$ cat config.mk
export PLATFORM = sky130hd
export DESIGN_NAME = hash_request_scheduler
export DESIGN_NICKNAME = d
export VERILOG_FILES = /design/src/rtl/hash_request_scheduler.sv
export SDC_FILE = /design/constraint.sdc
export NUM_CORES = 1
export LEC_CHECK = 0
export CAP_MARGIN = 20
export CELL_PAD_IN_SITES_DETAIL_PLACEMENT = 0
export CELL_PAD_IN_SITES_GLOBAL_PLACEMENT = 1
export CORE_ASPECT_RATIO = 0.8
export CORE_MARGIN = 2
export CORE_UTILIZATION = 35
export DETAILED_ROUTE_END_ITERATION = 6
export GPL_TIMING_DRIVEN = 0
export PLACE_DENSITY_LB_ADDON = 0.1
export SLEW_MARGIN = 20
export SYNTH_ARGS = -nofsm -noshare
export SYNTH_HDL_FRONTEND = slang
export SYNTH_SLANG_ARGS = --single-unit
$ cat constraint.sdc
create_clock -name clk -period 5.85 [get_ports clk]
set_input_delay 0.585 -clock clk [delete_from_list [all_inputs] [get_ports clk]]
set_output_delay 0.585 -clock clk [all_outputs]
set_load 0.03 [all_outputs]
$ cat src/rtl/hash_request_scheduler.sv
// Request front-end for the hash table controller: queues read/write/delete
// requests and issues them one at a time, first driving the table read
// addresses and then, after the memory read latency, presenting the request
// to the controller for a single cycle.
module hash_request_scheduler #(
  parameter int KEY_WIDTH           = 2,
  parameter int DATA_WIDTH          = 32,
  parameter int NUMBER_OF_TABLES    = 3,
  parameter int HASH_TABLE_MAX_SIZE = 2,
  parameter int MEM_READ_LATENCY    = 1,
  parameter int FIFO_DEPTH          = 4
) (
  input  logic                                            clk,
  input  logic                                            reset,
  input  logic                                            clk_en,
  input  logic                                            req_valid_i,
  output logic                                            req_ready_o,
  input  logic [KEY_WIDTH-1:0]                            req_key_i,
  input  logic [DATA_WIDTH-1:0]                           req_data_i,
  input  logic [1:0]                                      req_op_i,
  input  logic [HASH_TABLE_MAX_SIZE*NUMBER_OF_TABLES-1:0] req_hash_adr_i,
  output logic                                            mem_rd_en_o,
  output logic [HASH_TABLE_MAX_SIZE*NUMBER_OF_TABLES-1:0] mem_rd_adr_o,
  output logic [KEY_WIDTH-1:0]                            key_o,
  output logic [DATA_WIDTH-1:0]                           data_o,
  output logic [HASH_TABLE_MAX_SIZE*NUMBER_OF_TABLES-1:0] hash_adr_o,
  output logic [1:0]                                      op_o,
  output logic                                            busy_o
);

  localparam int AW   = HASH_TABLE_MAX_SIZE * NUMBER_OF_TABLES;
  localparam int EW   = 2 + KEY_WIDTH + DATA_WIDTH + AW;
  localparam int PW   = $clog2(FIFO_DEPTH);
  localparam int CNTW = PW + 1;
  localparam int LW   = $clog2(MEM_READ_LATENCY + 1);

  localparam logic [1:0] IDLE = 2'd0;
  localparam logic [1:0] READ = 2'd1;
  localparam logic [1:0] EXEC = 2'd2;

  logic [EW-1:0]   fifo_mem [FIFO_DEPTH];
  logic [PW-1:0]   wr_ptr;
  logic [PW-1:0]   rd_ptr;
  logic [CNTW-1:0] count;
  logic            full;
  logic            empty;
  logic            push;
  logic            pop;
  logic [EW-1:0]   head;

  logic [1:0]            state;
  logic [LW-1:0]         cnt;
  logic [1:0]            op_l;
  logic [KEY_WIDTH-1:0]  key_l;
  logic [DATA_WIDTH-1:0] data_l;
  logic [AW-1:0]         adr_l;
  logic [KEY_WIDTH-1:0]  key_h;
  logic [DATA_WIDTH-1:0] data_h;
  logic [AW-1:0]         adr_h;

  // FIFO status, handshake and issue strobes
  always_comb begin
    full        = (count == CNTW'(FIFO_DEPTH));
    empty       = (count == '0);
    req_ready_o = !full && clk_en && !reset;
    push        = req_valid_i && req_ready_o && (req_op_i != 2'b00);
    pop         = clk_en && !reset && !empty && ((state == IDLE) || (state == EXEC));
    head        = fifo_mem[rd_ptr];
  end

  // FIFO storage write
  always_ff @(posedge clk) begin
    if (push) begin
      fifo_mem[wr_ptr] <= {req_op_i, req_key_i, req_data_i, req_hash_adr_i};
    end
  end

  // FIFO pointers and occupancy
  always_ff @(posedge clk) begin
    if (reset) begin
      wr_ptr <= '0;
      rd_ptr <= '0;
      count  <= '0;
    end else if (clk_en) begin
      if (push) wr_ptr <= wr_ptr + PW'(1);
      if (pop)  rd_ptr <= rd_ptr + PW'(1);
      case ({push, pop})
        2'b10:   count <= count + CNTW'(1);
        2'b01:   count <= count - CNTW'(1);
        default: count <= count;
      endcase
    end
  end

  // Issue sequencer: load head, wait out the read latency, present for one cycle
  always_ff @(posedge clk) begin
    if (reset) begin
      state  <= IDLE;
      cnt    <= '0;
      op_l   <= '0;
      key_l  <= '0;
      data_l <= '0;
      adr_l  <= '0;
      key_h  <= '0;
      data_h <= '0;
      adr_h  <= '0;
    end else if (clk_en) begin
      case (state)
        IDLE: begin
          if (pop) begin
            {op_l, key_l, data_l, adr_l} <= head;
            cnt   <= LW'(MEM_READ_LATENCY);
            state <= READ;
          end
        end
        READ: begin
          cnt <= cnt - LW'(1);
          if (cnt == LW'(1)) state <= EXEC;
        end
        EXEC: begin
          key_h  <= key_l;
          data_h <= data_l;
          adr_h  <= adr_l;
          if (pop) begin
            {op_l, key_l, data_l, adr_l} <= head;
            cnt   <= LW'(MEM_READ_LATENCY);
            state <= READ;
          end else begin
            state <= IDLE;
          end
        end
        default: state <= IDLE;
      endcase
    end
  end

  // Controller-facing outputs; strobes suppressed while frozen or in reset.
  // key/data/addr show the live latch in EXEC and the last issued values otherwise,
  // so a back-to-back pop does not disturb them before the next issue.
  always_comb begin
    op_o         = (state == EXEC && clk_en && !reset) ? op_l : 2'b00;
    mem_rd_en_o  = (state == READ) && (cnt == LW'(MEM_READ_LATENCY)) && clk_en && !reset;
    mem_rd_adr_o = adr_l;
    key_o        = (state == EXEC) ? key_l  : key_h;
    data_o       = (state == EXEC) ? data_l : data_h;
    hash_adr_o   = (state == EXEC) ? adr_l  : adr_h;
    busy_o       = !reset && (!empty || (state != IDLE));
  end

endmodule

==> run_results.csv <==
group,metric,value,unit
worst_setup_path,cp_slowest_stage_delay,0.60,ns
yosys,dominantRegCellSynth,"edfxtp_1",
yosys,yosysTopAreaCell,"edfxtp_1",
detailed_routing,drc,0,
clocking,clock_latency,0.53,ns
timing,finalSetupViolCount,0,
worst_setup_path,cpMaxStageDelayCell,"clkdlybuf4s50_1",
global_routing,grt_pass1_wl,36000,µm
floorplanning,core_area,0.0281,mm²
worst_setup_path,crit_path_cell_trace,"inv_1 > nor2_2 > buf_2 > mux2_2 > clkdlybuf4s50_1",
global_routing,grtUsageTotal,16.4,%
detailed_routing,drt_wl_total,23700,µm
layout,multi_input_area,0.00276,mm²
job,maxCapViolations,0,
place,post-place-ws,2.46,ns
clocking,clock_sink_count,260,
global_routing,use_met1,23.4,%
yosys,synth_xor_xnor_area_share,0.177,%
yosys,syn_inst,611,
timing,finalSetupTns,0,ns
yosys,synthTopCellsByCount,"168 x edfxtp_1, 92 x dfxtp_1, 80 x nand2_1",
layout,final-instance-count-excl-fill,1130,
clocking,cts_resized,0,
detailed_routing,post_drt_via_cell_ratio,4.96,
power,leakage,0.00408,µW
yosys,synthMuxAreaShare,14.5,%
yosys,synth_area,0.00992,mm²
floorplanning,ios,97,
layout,nets,791,
power,peakVddDrop,0.195,mV
worst_setup_path,cp_data_arrival_time,2.80,ns
place,placed_cell_area,0.0114,mm²
timing,min_period,3.39,ns
layout,final_cell_area,0.0123,mm²
timing,final_max_slew_viol_count,0,
timing,finalCritPeriodShare,57.9,%
yosys,synth_warnings,0,
worst_setup_path,cp_top_family,"buffers and inverters",
global_routing,grt_pass1_vias,5913,
place,hpwlAfterDp,15300,µm
detailed_routing,antenna_left,0,
yosys,synth_top_area_share,50.9,%
worst_setup_path,criticalPathCategory,"register to output pin",
detailed_routing,first_pass_iters,4,
clocking,cts-htree-levels,1,
floorplanning,initial_core_util,35.3,%
global_routing,busiest_layer,"met2",
yosys,ys_ff_latch,260,
worst_setup_path,critPathBufInv,3,
worst_setup_path,worst_setup_path_start_kind,"register",
layout,fillCellCount,2526,
place,numPortBuffers,95,
timing,max_slew.worst_pin.slew,0.876,ns
yosys,avgSynthCellArea,16.2,µm²
timing,hold_viol,0,
clocking,numCtsBuffers,27,
floorplanning,rows,55,
run_status,outcome,"complete, no violations",
yosys,yosys.area_share.simple,5.36,%
clocking,cts-root-buf,"clkbuf_16",
clocking,clk_pin_slew,0.06,ns
global_routing,gr-usage-met3,2.93,%
worst_setup_path,crit_path_max_fanout,10,
yosys,synthesis.nets,663,
clocking,clock_path_buffers,3,
worst_setup_path,required,5.27,ns
floorplanning,die-area,0.0297,mm²
global_routing,use_met2,26.4,%
clocking,hold_buffers,0,
layout,syn_to_final_growth,24.3,%
layout,fin_util,43.9,%
yosys,synth-compound-area-share,6.90,%
timing,layout_setup_ws,2.46,ns
place,place_congestion,0.763,
global_routing,grt_max_degree,37,
global_routing,antenna_found_initial,0,
yosys,synth_top_family_by_area,"multiplexers",
clocking,cts_tree,"done",
timing,skew,0.0158,ns
layout,antenna_cells,0,
worst_setup_path,cp-end-kind,"output pin",
yosys,ys_seq_area_share,69.4,%
yosys,synthTopCellsByArea,"edfxtp_1 51%, dfxtp_1 19%, mux4_2 7.7%",
layout,drive_gt1_share,20.5,%
global_routing,grt_overflow,0,
detailed_routing,wl_per_cell,20.9,µm
floorplanning,die_w,192,µm
timing,max_slew_margin,41.6,%
yosys,synth_cell_types,43,
power,p_per_area,314,mW/mm²
detailed_routing,num_vias,5603,
clocking,post_cts_buffers,0,
yosys,synthAdderAreaFrac,0.833,%
timing,rsz0062_at_grt,"no",
timing,fmax,295,MHz
worst_hold_path,min_path_type,"register to register",
yosys,ys_async_sr_fraction,0,%
floorplanning,fp.dieH,155,µm
detailed_routing,drt-initial-drc-count,290,
yosys,synth_edf_count,168,
yosys,synth.most_common_cell,"edfxtp_1",
place,dp_cells,1080,
layout,final-seq-area,0.00689,mm²
-- flip-flops by register name (all words and copies together) (netlist names) --
| signal | count |
|---|---|
| adr_h | 6 |
| cnt | 1 |
| count | 3 |
| data_h | 32 |
| data_l | 32 |
| fifo_mem | 168 |
| key_h | 2 |
| key_l | 2 |
| mem_rd_adr_o | 6 |
| op_l | 2 |
| rd_ptr | 2 |
| state | 2 |
| wr_ptr | 2 |
-- cell usage in the layout, fill, tap and decap left out, types with 5 or more instances in the layout --
master | Yosys | routed
clkinv_2 | 0 | 8
a22o_1 | 42 | 42
nor2_1 | 5 | 5
clkdlybuf4s50_1 | 0 | 95
dfxtp_1 | 92 | 92
buf_6 | 8 | 8
mux4_1 | 8 | 8
nand2_1 | 80 | 80
buf_2 | 16 | 16
edfxtp_1 | 168 | 168
ha_1 | 5 | 5
a21oi_1 | 44 | 44
mux2_2 | 40 | 40
clkbuf_1 | 14 | 18
clkbuf_16 | 0 | 27
inv_1 | 8 | 8
mux4_2 | 34 | 34
-- per-layer routing --
metal	share of wire (%)	up-vias
met3	4.9	36
li1	-	2609
met2	47	111
met4	1.6	0
met1	47	2847
met5	0	-
-- metrics by stage --
stage	hold slack [ns]	power [µW]
floorplan	0.434	2120
global placement	0.439	2200
detailed placement	0.444	2200
CTS	0.453	3920
global route	0.467	4020
finish	0.452	3870
-- worst min-delay path: stages (launching register included) --
cell and delay, ns:
dfxtp_1 0.30, nand2_1 0.05, a21oi_1 0.05
-- power breakdown --
part	leakage, µW	total [µW]	switching (µW)	internal, µW
Clock	0.000440	1710	685	1020
Combinational	0.00138	170	86.7	83.4
Sequential	0.00226	1990	13.7	1980
Total	0.00408	3870	785	3080
-- path summary, 6_finish.rpt --
kind / startpoint / to / slack (ns) / cells after the start
setup / recovery: state[1] / data_o[19] / 2.46 / 5
hold / removal: key_h[1] / key_h[1] / 0.45 / 2
hold reg to reg: key_h[1] / key_h[1] / 0.45 / 2
setup reg to reg: state[0] / count[2] / 3.08 / 10
-- cell families (layout without fill, tap and decap cells) --
kind of cell               Yosys count  in the layout
adders and majority gates            6              6
DFF                                260            260
and+or+nand+nor                    114            114
muxes                               83             83
AOI/OAI and AO/OA                   98             98
xor gates and xnor gates             2              2
buffers and inverters               48            197
-- final cells by class --
| cell class | count | share of cell area, % |
|---|---|---|
| Tap cell | 370 | 3.76 |
| Clock buffer | 31 | 5.60 |
| Multi-Input combinational cell | 303 | 22.4 |
| Sequential cell | 260 | 55.9 |
| Buffer | 40 | 2.01 |
| Inverter | 8 | 0.244 |
| Clock inverter | 19 | 1.62 |
| Timing Repair Buffer | 99 | 8.49 |
No activity file was read; power rests on OpenSTA's default activity.
